==> src/rtl/demux1to2_stream_pkg.sv <==
// Shared types and default sizes for the 1-to-2 stream demultiplexer.
// Imported by the output slot and the top level.
package demux_pkg;

   // A slot is either holding a word for its consumer or free to take one.
   typedef enum logic {
      SLOT_EMPTY = 1'b0,
      SLOT_FULL  = 1'b1
   } slot_state_t;

   localparam int DEFAULT_WIDTH = 8;
   localparam int DEFAULT_CNT_W = 16;

endpackage

==> src/rtl/demux1to2_stream_out_slot.sv <==
// One-entry register slice feeding a single consumer, with its own
// completed-transfer counter. The top level instantiates one per output.
module out_slot
   import demux_pkg::*;
#(
   parameter int WIDTH = DEFAULT_WIDTH,
   parameter int CNT_W = DEFAULT_CNT_W
) (
   input  logic             clk,
   input  logic             rst_n,
   input  logic             load_i,
   input  logic [WIDTH-1:0] data_i,
   input  logic             ready_i,
   input  logic             clear_i,
   output logic             valid_o,
   output logic [WIDTH-1:0] data_o,
   output logic [CNT_W-1:0] cnt_o,
   output logic             loadable_o
);

   slot_state_t      state_q, state_d;
   logic [WIDTH-1:0] data_q, data_d;
   logic [CNT_W-1:0] cnt_q, cnt_d;
   logic             drain;

   assign drain = (state_q == SLOT_FULL) && ready_i;

   // A load on the same edge as a drain keeps the slot full, which is what
   // lets a consumer take one word per cycle without a bubble.
   always_comb begin
      state_d = state_q;
      data_d  = data_q;
      cnt_d   = cnt_q;
      if (load_i) begin
         state_d = SLOT_FULL;
         data_d  = data_i;
      end else if (drain) begin
         state_d = SLOT_EMPTY;
      end
      if (clear_i) begin
         cnt_d = '0;
      end else if (drain) begin
         cnt_d = cnt_q + CNT_W'(1);
      end
   end

   always_ff @(posedge clk or negedge rst_n) begin
      if (!rst_n) begin
         state_q <= SLOT_EMPTY;
         data_q  <= '0;
         cnt_q   <= '0;
      end else begin
         state_q <= state_d;
         data_q  <= data_d;
         cnt_q   <= cnt_d;
      end
   end

   assign valid_o    = (state_q == SLOT_FULL);
   assign data_o     = data_q;
   assign cnt_o      = cnt_q;
   assign loadable_o = (state_q == SLOT_EMPTY) || ready_i;

endmodule

==> src/rtl/demux1to2_stream.sv <==
// 1-to-2 stream demultiplexer: steers each accepted word to the slot chosen
// by in_sel. Only the selected slot gates in_ready, so no head-of-line blocking.
module demux1to2_stream
   import demux_pkg::*;
#(
   parameter int WIDTH = DEFAULT_WIDTH,
   parameter int CNT_W = DEFAULT_CNT_W
) (
   input  logic             clk,
   input  logic             rst_n,
   input  logic             in_valid,
   output logic             in_ready,
   input  logic [WIDTH-1:0] in_data,
   input  logic             in_sel,
   output logic             out0_valid,
   input  logic             out0_ready,
   output logic [WIDTH-1:0] out0_data,
   output logic             out1_valid,
   input  logic             out1_ready,
   output logic [WIDTH-1:0] out1_data,
   input  logic             clear_cnt,
   output logic [CNT_W-1:0] cnt0,
   output logic [CNT_W-1:0] cnt1
);

   logic loadable0, loadable1;
   logic accept, load0, load1;

   assign in_ready = in_sel ? loadable1 : loadable0;
   assign accept   = in_valid && in_ready;
   assign load0    = accept && !in_sel;
   assign load1    = accept &&  in_sel;

   out_slot #(.WIDTH(WIDTH), .CNT_W(CNT_W)) u_slot0 (
      .clk       (clk),
      .rst_n     (rst_n),
      .load_i    (load0),
      .data_i    (in_data),
      .ready_i   (out0_ready),
      .clear_i   (clear_cnt),
      .valid_o   (out0_valid),
      .data_o    (out0_data),
      .cnt_o     (cnt0),
      .loadable_o(loadable0)
   );

   out_slot #(.WIDTH(WIDTH), .CNT_W(CNT_W)) u_slot1 (
      .clk       (clk),
      .rst_n     (rst_n),
      .load_i    (load1),
      .data_i    (in_data),
      .ready_i   (out1_ready),
      .clear_i   (clear_cnt),
      .valid_o   (out1_valid),
      .data_o    (out1_data),
      .cnt_o     (cnt1),
      .loadable_o(loadable1)
   );

endmodule

==> config.mk <==
export PLATFORM = sky130hd
export DESIGN_NAME = demux1to2_stream
export DESIGN_NICKNAME = d
export VERILOG_FILES = /design/src/rtl/demux1to2_stream_pkg.sv /design/src/rtl/demux1to2_stream_out_slot.sv /design/src/rtl/demux1to2_stream.sv
export SDC_FILE = /design/constraint.sdc
export NUM_CORES = 1
export LEC_CHECK = 0
export CELL_PAD_IN_SITES_DETAIL_PLACEMENT = 1
export CELL_PAD_IN_SITES_GLOBAL_PLACEMENT = 2
export CORE_MARGIN = 1
export CORE_UTILIZATION = 29
export DETAILED_ROUTE_END_ITERATION = 12
export GPL_TIMING_DRIVEN = 0
export PLACE_DENSITY = 0.88
export SLEW_MARGIN = 20
export SYNTH_ARGS = -nofsm -noshare
export SYNTH_HDL_FRONTEND = slang
export SYNTH_SLANG_ARGS = --single-unit
export TNS_END_PERCENT = 30
==> constraint.sdc <==
create_clock -name clk -period 1.9 [get_ports clk]
set_input_delay 0.285 -clock clk [delete_from_list [all_inputs] [get_ports clk]]
set_output_delay 0.285 -clock clk [all_outputs]
set_load 0.005 [all_outputs]
==> summary.txt, run 1 <==
Floorplan
  – Number of I/O pins: 66
  – Num rows: 32
  – Core Area: 0.007687 mm2
  – Starting Density: 29.88%
  – DIE WIDTH: 91 um
  – Die height: 91 um
  – Die Footprint: 0.008281 mm2

Clock network
  – Clock-pin slew on the worst setup and hold paths: 0.09 ns
  – Clock latency on the worst-skew pair: 0.31 ns
  – Number of buffers added to fix hold violations after cts: 0
  – Maximum clock insertion buffer count: 2
  – TritonCTS buffer count: 5
  – Library cell used as clock root buffer: clkbuf_8
  – Htree depth: 2
  – Clock tree from TritonCTS: built
  – Clk sink count: 50

STA
  – Total setup violations reported at the end of the flow: 0
  – Tcrit/Tclk final: 92.43%
  – Tightest slew margin relative to the limit: 56.26%
  – Setup skew after layout: 0.006301 ns
  – Shortest period the worst path allows: 1.756 ns
  – Peak clock frequency supported by timing: 569.4 MHz
  – Final Hold Vio Count: 0
  – Transition at the pin with the smallest max-transition slack: 0.6561 ns
  – Count of final max-slew check failures: 0
  – Setup repair after global routing missed its margin: no

Global route
  – Largest net degree at the start of global routing: 51
  – Initial antenna violation count: 0
  – Total routing usage reported by global routing: 14.84%
  – Number of global-route vias before repair: 2,040
  – Residual overflow from global routing: 0
  – Global-route wire length before repair: 9.825 mm

Route
  – Detailed-route vias per instance: 4.865
  – Final Routed Wirelength: 5.822 mm
  – DRC viols: 1
  – Drt first pass iters: 8
  – Total vias in the final route: 1,912
  – Per-cell routed wire length: 14.81 um
  – Detail Route Antenna Nets: 0
  – DRC marker count from the first detailed-route iteration: 34

Final layout
  – Final layout net count: 307
  – Fin cells: 393
  – Layout cell share with drive strength beyond 1: 13.40%
  – Area overhead of the layout relative to synthesis: 39.81%
  – Fill cell total of the finished layout: 884
  – Area of the multi-input gates: 0.001018 mm2
  – Core Util, Final: 41.78%
  – Footprint of the flip-flops and latches: 0.001254 mm2
  – Total inserted antenna cells: 0

Place
  – HPWL after detailed placement: 4.219 mm
  – Routability Congestion: 0.7275
  – Cell Count Post-Placement: 381
  – IO buf count: 64

Power
  – Clock group share of total power: 33.1%
  – Fraction of power spent switching nets: 23.55%
  – Internal power: 1.743 mW
  – Power density over cell area: 709.9 mW/mm2
  – Leakage component of the power: 1.250 nW
  – Proportion of power drawn by combinational gates: 15.0%
  – Sequential fraction of design power: 51.9%
  – Net switching power of the design: 537.0 uW
  – Maximum vdd drop: 376.7 uV

Worst setup path
  – Slowest-stage cell, CP: or4_4
  – Total buffers and inverters traversed by the critical path: 0
  – CP Cell Sequence: nand3_2 -> or4_4 -> or3_1 -> a21oi_1
  – Peak fanout along the critical path: 6
  – Critical Path Sink Type: flop
  – Class of the most critical setup path: flop to flop
  – Worst setup SP type: flop
  – Critical Path RT: 2.13 ns
  – Cell family with the largest share of critical-path delay: simple AND/OR/NAND/NOR gates
  – Arrival time at the worst endpoint: 1.99 ns
  – Crit-path max cell delay: 0.61 ns

Synthesis
  – Dominant synthesized flop cell: dfrtp_1
  – Count of distinct cell types in the synthesized netlist: 31
  – Number of storage elements in the synthesis netlist: 50
  – Sequential fraction of the synthesis area: 54.47%
  – Total nets after synthesis: 232
  – Mean cell area of the mapped netlist: 10.68 um2
  – Fraction of registers with async set or reset after synthesis: 100.0%
  – Synth area leader: dfrtp_1
  – Synthesized instance count: 215
  – Synthesis warning total: 0
  – Area of the mapped netlist: 0.002297 mm2
  – Top area cells in the synthesized netlist: dfrtp_1 (54%), mux2_2 (9.3%), nor2_1 (4.1%)
  – Share of the synthesized area in the top cell type: 54.47%
  – Number of enable flip-flop cells after synthesis: 0

Outcome
  – Violations in the final reports: DRC
  – Result of the run: finished with violations

Flow run
  – Max capacitance violation total: 0

Min path
  – Worst hold path type: input port to async pin
==> cells by family (layout without fill, tap and decap cells) <==
| family | after synthesis | after routing | share of synthesized area (%) |
|---|---|---|---|
| xor+xnor | 20 | 20 | 7.625 |
| buf+inv | 9 | 85 | 1.470 |
| flops | 50 | 50 | 54.47 |
| simple gates | 97 | 97 | 21.84 |
| compound gates | 18 | 18 | 4.194 |
| fa+ha+maj | 2 | 2 | 1.089 |
| mux | 19 | 19 | 9.314 |
==> layer usage <==
layer / share of wire [%] / up-vias / wire (um) / GRT usage [%]
li1: - / 901 / - / -
met1: 42 / 955 / 2464 / 17.79
met2: 47 / 51 / 2764 / 23.86
met3: 9.2 / 5 / 534 / 7.035
met4: 1.0 / 0 / 59 / 3.968
met5: 0 / - / 0 / 0
==> path summary, 6_finish.rpt <==
path / depth (start not counted) / start / slack, ns / endpoint
max: 4 / u_slot1.cnt_o[2] / 0.14 / u_slot1.cnt_o[13]
min: 1 / rst_n / 0.008 / u_slot0.data_o[5]
max reg2reg: 4 / u_slot1.cnt_o[2] / 0.14 / u_slot1.cnt_o[13]
min reg2reg: 1 / u_slot0.data_o[0] / 0.51 / u_slot0.data_o[0]
max in group asynchronous: 1 / rst_n / 1.43 / u_slot1.valid_o
min in group clk: 3 / clear_cnt / 0.44 / u_slot1.cnt_o[12]
==> sequential cells by signal, summed over array words and instances, names as in the netlist <==
name,flops
u_slot1.cnt_o,16
u_slot0.data_o,8
u_slot1.data_o,8
u_slot0.valid_o,1
u_slot0.cnt_o,16
u_slot1.valid_o,1
==> synth_stat cells, types with 2 or more instances <==
master    number
nor3_1         5
and4_1         2
nor2_1        25
inv_1          3
nand3_1       14
mux2_2        19
a21oi_1       10
nor4_1         5
clkbuf_1       5
nand4_1        9
xnor2_1       10
nor2b_1        3
or3_1          5
dfrtp_1       50
nand2b_1       3
and2_1         2
o21ai_0        6
nand2_1       16
xor2_1        10
ha_1           2
==> power groups by stage <==
stage / Clock [mW] / Combinational [mW] / Sequential (mW)
after floorplan: 0 / 0.0984 / 1.20
after CTS: 0.769 / 0.340 / 1.19
after global placement: 0 / 0.334 / 1.20
after detailed placement: 0 / 0.337 / 1.20
after global routing: 0.815 / 0.375 / 1.19
final: 0.755 / 0.343 / 1.18
==> cells in the final DEF (no fill, tap or decap), drive strengths merged, types with 5 or more instances in the layout <==
cell and instances:
mux2 19, nand4 9, dfrtp 50, nor3 5, nor2 25, nand3 15
clkdlybuf4s50 60, xnor2 10, a21oi 10, or3 6, clkbuf 11, buf 6
nand2 16, nor4 5, xor2 10, o21ai 6
==> repair_timing <==
action / in CTS / in global routing
pin swaps: 0 / 1
setup endpoints to repair: 2 / 2
hold endpoints to repair: 0 / 0
resized for setup: 4 / 2
buffers inserted: 0 / 4
==> cell type report <==
type,instances,share of cell area [%]
flip-flops and latches,50,39.03
multi-input cells,156,31.71
repair buffers,68,20.80
well taps,102,3.973
clock buffers,6,2.259
clock inverters,2,1.169
plain buffers,6,0.7012
inverters,3,0.3506
==> metrics by stage <==
step / setup slack [ns] / power, mW / hold slack (ns) / setup TNS, ns / instance area, um2
2_1_floorplan: 0.2492 / 1.303 / -0.01059 / 0 / 2297
3_3_place_gp: -1.049 / 1.533 / 0.4865 / -55.79 / 3065
3_5_place_dp: -0.3884 / 1.542 / 0.3599 / -4.035 / 3063
4_1_cts: 0.02329 / 2.294 / 0.02504 / 0 / 3173
5_1_grt: 0.001557 / 2.383 / 0.05277 / 0 / 3212
6_report: 0.1439 / 2.280 / 0.008123 / 0 / 3212
==> worst register-to-register path, delay by kind of cell, from the launching register on <==
kind | cells | cell delay (ns)
compound gates | 1 | 0.15
simple gates | 3 | 1.10
flops | 1 | 0.44
Power figures use the tool's default switching activity.
==> run 2: changes to the inputs <==
--- a/config.mk
+++ b/config.mk
@@ -9,9 +9,10 @@
 export CELL_PAD_IN_SITES_GLOBAL_PLACEMENT = 2
 export CORE_MARGIN = 1
 export CORE_UTILIZATION = 29
+export CTS_CLUSTER_SIZE = 28
 export DETAILED_ROUTE_END_ITERATION = 12
 export GPL_TIMING_DRIVEN = 0
-export PLACE_DENSITY = 0.88
+export PLACE_DENSITY_LB_ADDON = 0.1
 export SLEW_MARGIN = 20
 export SYNTH_ARGS = -nofsm -noshare
 export SYNTH_HDL_FRONTEND = slang
==> summary.txt, run 2 (same netlist as run 1, synthesis figures left out) <==
STA
  – Worst hold-check slack: 0.001163 ns (-0.006960 ns)
  – Tcrit/Tclk final: 94.41% (+2.0 points)
  – Shortest period the worst path allows: 1.794 ns (+0.03764 ns)
  – Total Neg Setup Slack: 0 ns (unchanged)
  – Transition at the pin with the smallest max-transition slack: 0.6527 ns (-0.003374 ns)
  – Setup skew after layout: 0.004652 ns (-0.001649 ns)
  – Final Hold Vio Count: 0 (unchanged)
  – Total setup violations reported at the end of the flow: 0 (unchanged)
  – Peak clock frequency supported by timing: 557.5 MHz (-2.1%)
  – Setup repair after global routing missed its margin: no
  – Count of final max-slew check failures: 0 (unchanged)
  – Tightest slew margin relative to the limit: 56.49% (+0.22 points)

Clock network
  – Post-CTS Resized: 5 (+1)
  – TritonCTS buffer count: 5 (unchanged)
  – Maximum clock insertion buffer count: 2 (unchanged)
  – # Post-CTS Setup Buffers: 0 (unchanged)
  – Clk sink count: 50 (unchanged)
  – Library cell used as clock root buffer: clkbuf_8
  – Htree depth: 2 (unchanged)
  – Clock tree from TritonCTS: built
  – Clock-pin slew on the worst setup and hold paths: 0.09 ns (about the same)
  – Number of buffers added to fix hold violations after cts: 0 (unchanged)
  – Clock latency on the worst-skew pair: 0.31 ns (about the same)

Floorplan
  – Num rows: 32 (unchanged)
  – Die Footprint: 0.008281 mm2 (unchanged)
  – DIE WIDTH: 91 um (unchanged)
  – Number of I/O pins: 66 (unchanged)
  – Core Area: 0.007687 mm2 (unchanged)
  – Die height: 91 um (unchanged)
  – Starting Density: 29.88% (unchanged)

Place
  – Instance area at placement: 0.003063 mm2 (unchanged)
  – HPWL after detailed placement: 4.048 mm (-4.1%)
  – IO buf count: 64 (unchanged)
  – Cell Count Post-Placement: 381 (unchanged)
  – Routability Congestion: 0.6829 (-6.1%)

Flow run
  – Max capacitance violation total: 0 (unchanged)

Worst setup path
  – Worst setup SP type: flop
  – Critical Path RT: 2.10 ns (-0.03 ns)
  – Arrival time at the worst endpoint: 1.99 ns (about the same)
  – CP Cell Sequence: nand4_1 -> or2_1 -> clkbuf_1 -> nor4_2 -> mux2_2
  – Peak fanout along the critical path: 8 (+2)
  – Slowest-stage cell, CP: dfrtp_2
  – R2R Path End: u_slot0.cnt_o[15]
  – Class of the most critical setup path: flop to flop
  – Number of cells on the worst reg-to-reg path: 5 (+1)
  – Crit-path max cell delay: 0.46 ns (-0.15 ns)
  – Critical Path Sink Type: flop
  – Slack of the worst reg-to-reg path: 0.11 ns (-0.04 ns)
  – Reg2Reg Launch Point: u_slot0.valid_o

Power
  – Clock group share of total power: 34.1% (+1.0 points)
  – Power density over cell area: 719.1 mW/mm2 (+1.3%)
  – Sequential fraction of design power: 51.6% (-0.3 points)
  – Proportion of power drawn by combinational gates: 14.3% (-0.7 points)
  – Maximum vdd drop: 293.6 uV (-22%)
  – Internal power: 1.766 mW (+1.3%)
  – Leakage component of the power: 1.243 nW (-0.60%)
  – Fraction of power spent switching nets: 23.07% (-0.48 points)
  – Net switching power of the design: 529.6 uW (-1.4%)

Global route
  – Total routing usage reported by global routing: 14.72% (-0.12 points)
  – Global-route wire length before repair: 9.515 mm (-3.2%)
  – Number of global-route vias before repair: 1,928 (-5.5%)
  – Met3 Resource Use GR: 5.444% (-1.6 points)
  – Largest net degree at the start of global routing: 51 (unchanged)
  – Initial antenna violation count: 0 (unchanged)
  – Met2 GRT Util: 23.55% (-0.32 points)
  – Global route hottest layer: met2
  – GR Util met1: 18.07% (+0.28 points)
  – Residual overflow from global routing: 0 (unchanged)

Route
  – Per-cell routed wire length: 14.65 um (-1.1%)
  – DRC viols: 0 (-1)
  – Drt first pass iters: 5 (-3)
  – Total vias in the final route: 1,856 (-2.9%)
  – Final Routed Wirelength: 5.684 mm (-2.4%)
  – Detailed-route vias per instance: 4.784 (-1.7%)
  – DRC marker count from the first detailed-route iteration: 53 (+56%)
  – Detail Route Antenna Nets: 0 (unchanged)

Final layout
  – Most frequent standard cell in the layout excluding fill and tap cells: clkdlybuf4s50_1
  – Area of the multi-input gates: 0.001026 mm2 (+0.74%)
  – Layout cell share with drive strength beyond 1: 12.59% (-0.81 points)
  – Final layout net count: 303 (-1.3%)
  – Core Util, Final: 41.52% (-0.26 points)
  – Total inserted antenna cells: 0 (unchanged)
  – Area overhead of the layout relative to synthesis: 38.94%
  – Fill cell total of the finished layout: 875 (-1.0%)
  – Cell area after layout: 0.003192 mm2 (-0.62%)
  – Fin cells: 388 (-1.3%)
  – Leading cell types in the layout, fill and taps excluded: clkdlybuf4s50_1 (60), dfrtp_1 (48), nor2_1 (25)
  – Footprint of the flip-flops and latches: 0.001254 mm2 (unchanged)

Outcome
  – Result of the run: complete, no violations

Min path
  – Worst hold path type: input port to async pin
## run 2: how the worst max path moves through the flow
stage	slack, ns	cells after the start	end	start
after floorplan	0.25	5	u_slot0.cnt_o[15]	u_slot0.valid_o
after global placement	-1.14	1	u_slot1.data_o[2]	rst_n
after detailed placement	-0.36	6	u_slot0.cnt_o[15]	out0_ready
after CTS	0.02	3	in_ready	u_slot1.valid_o
after global routing	0.002	5	u_slot0.cnt_o[15]	u_slot0.valid_o
final	0.11	5	u_slot0.cnt_o[15]	u_slot0.valid_o
## run 2: power by group through the flow
stage	logic [mW]	registers [mW]	clock network, mW
CTS	0.339	1.19	0.816
global placement	0.336	1.20	0
detailed placement	0.335	1.20	0
finish	0.329	1.18	0.782
global route	0.362	1.20	0.854
floorplan	0.0984	1.20	0
## run 2: worst max-delay path: cells and delay by family (launching register included)
kind	cells	cell delay (ns)
and+or+nand+nor	3	0.70
DFF	1	0.46
muxes	1	0.35
buffers and inverters	1	0.17
## run 2: cell type report
class,count,area share [%]
plain buffers,6,0.7056
clock buffers,6,2.587
clock inverters,1,0.9408
inverters,3,0.3528
multi-input cells,156,32.14
flip-flops and latches,50,39.28
well taps,102,3.998
repair buffers,64,19.99
## run 2: per-layer routing
metal | routed length, um | share of wire (%)
met2 | 2690 | 47
met3 | 414 | 7.3
met4 | 80 | 1.4
met5 | 0 | 0
met1 | 2499 | 44
## run 2: metrics by stage
| step | setup slack, ns | total power, mW |
|---|---|---|
| 2_1_floorplan | 0.2492 | 1.303 |
| 3_3_place_gp | -1.138 | 1.536 |
| 3_5_place_dp | -0.3574 | 1.539 |
| 4_1_cts | 0.02002 | 2.342 |
| 5_1_grt | 0.002355 | 2.412 |
| 6_report | 0.1063 | 2.295 |
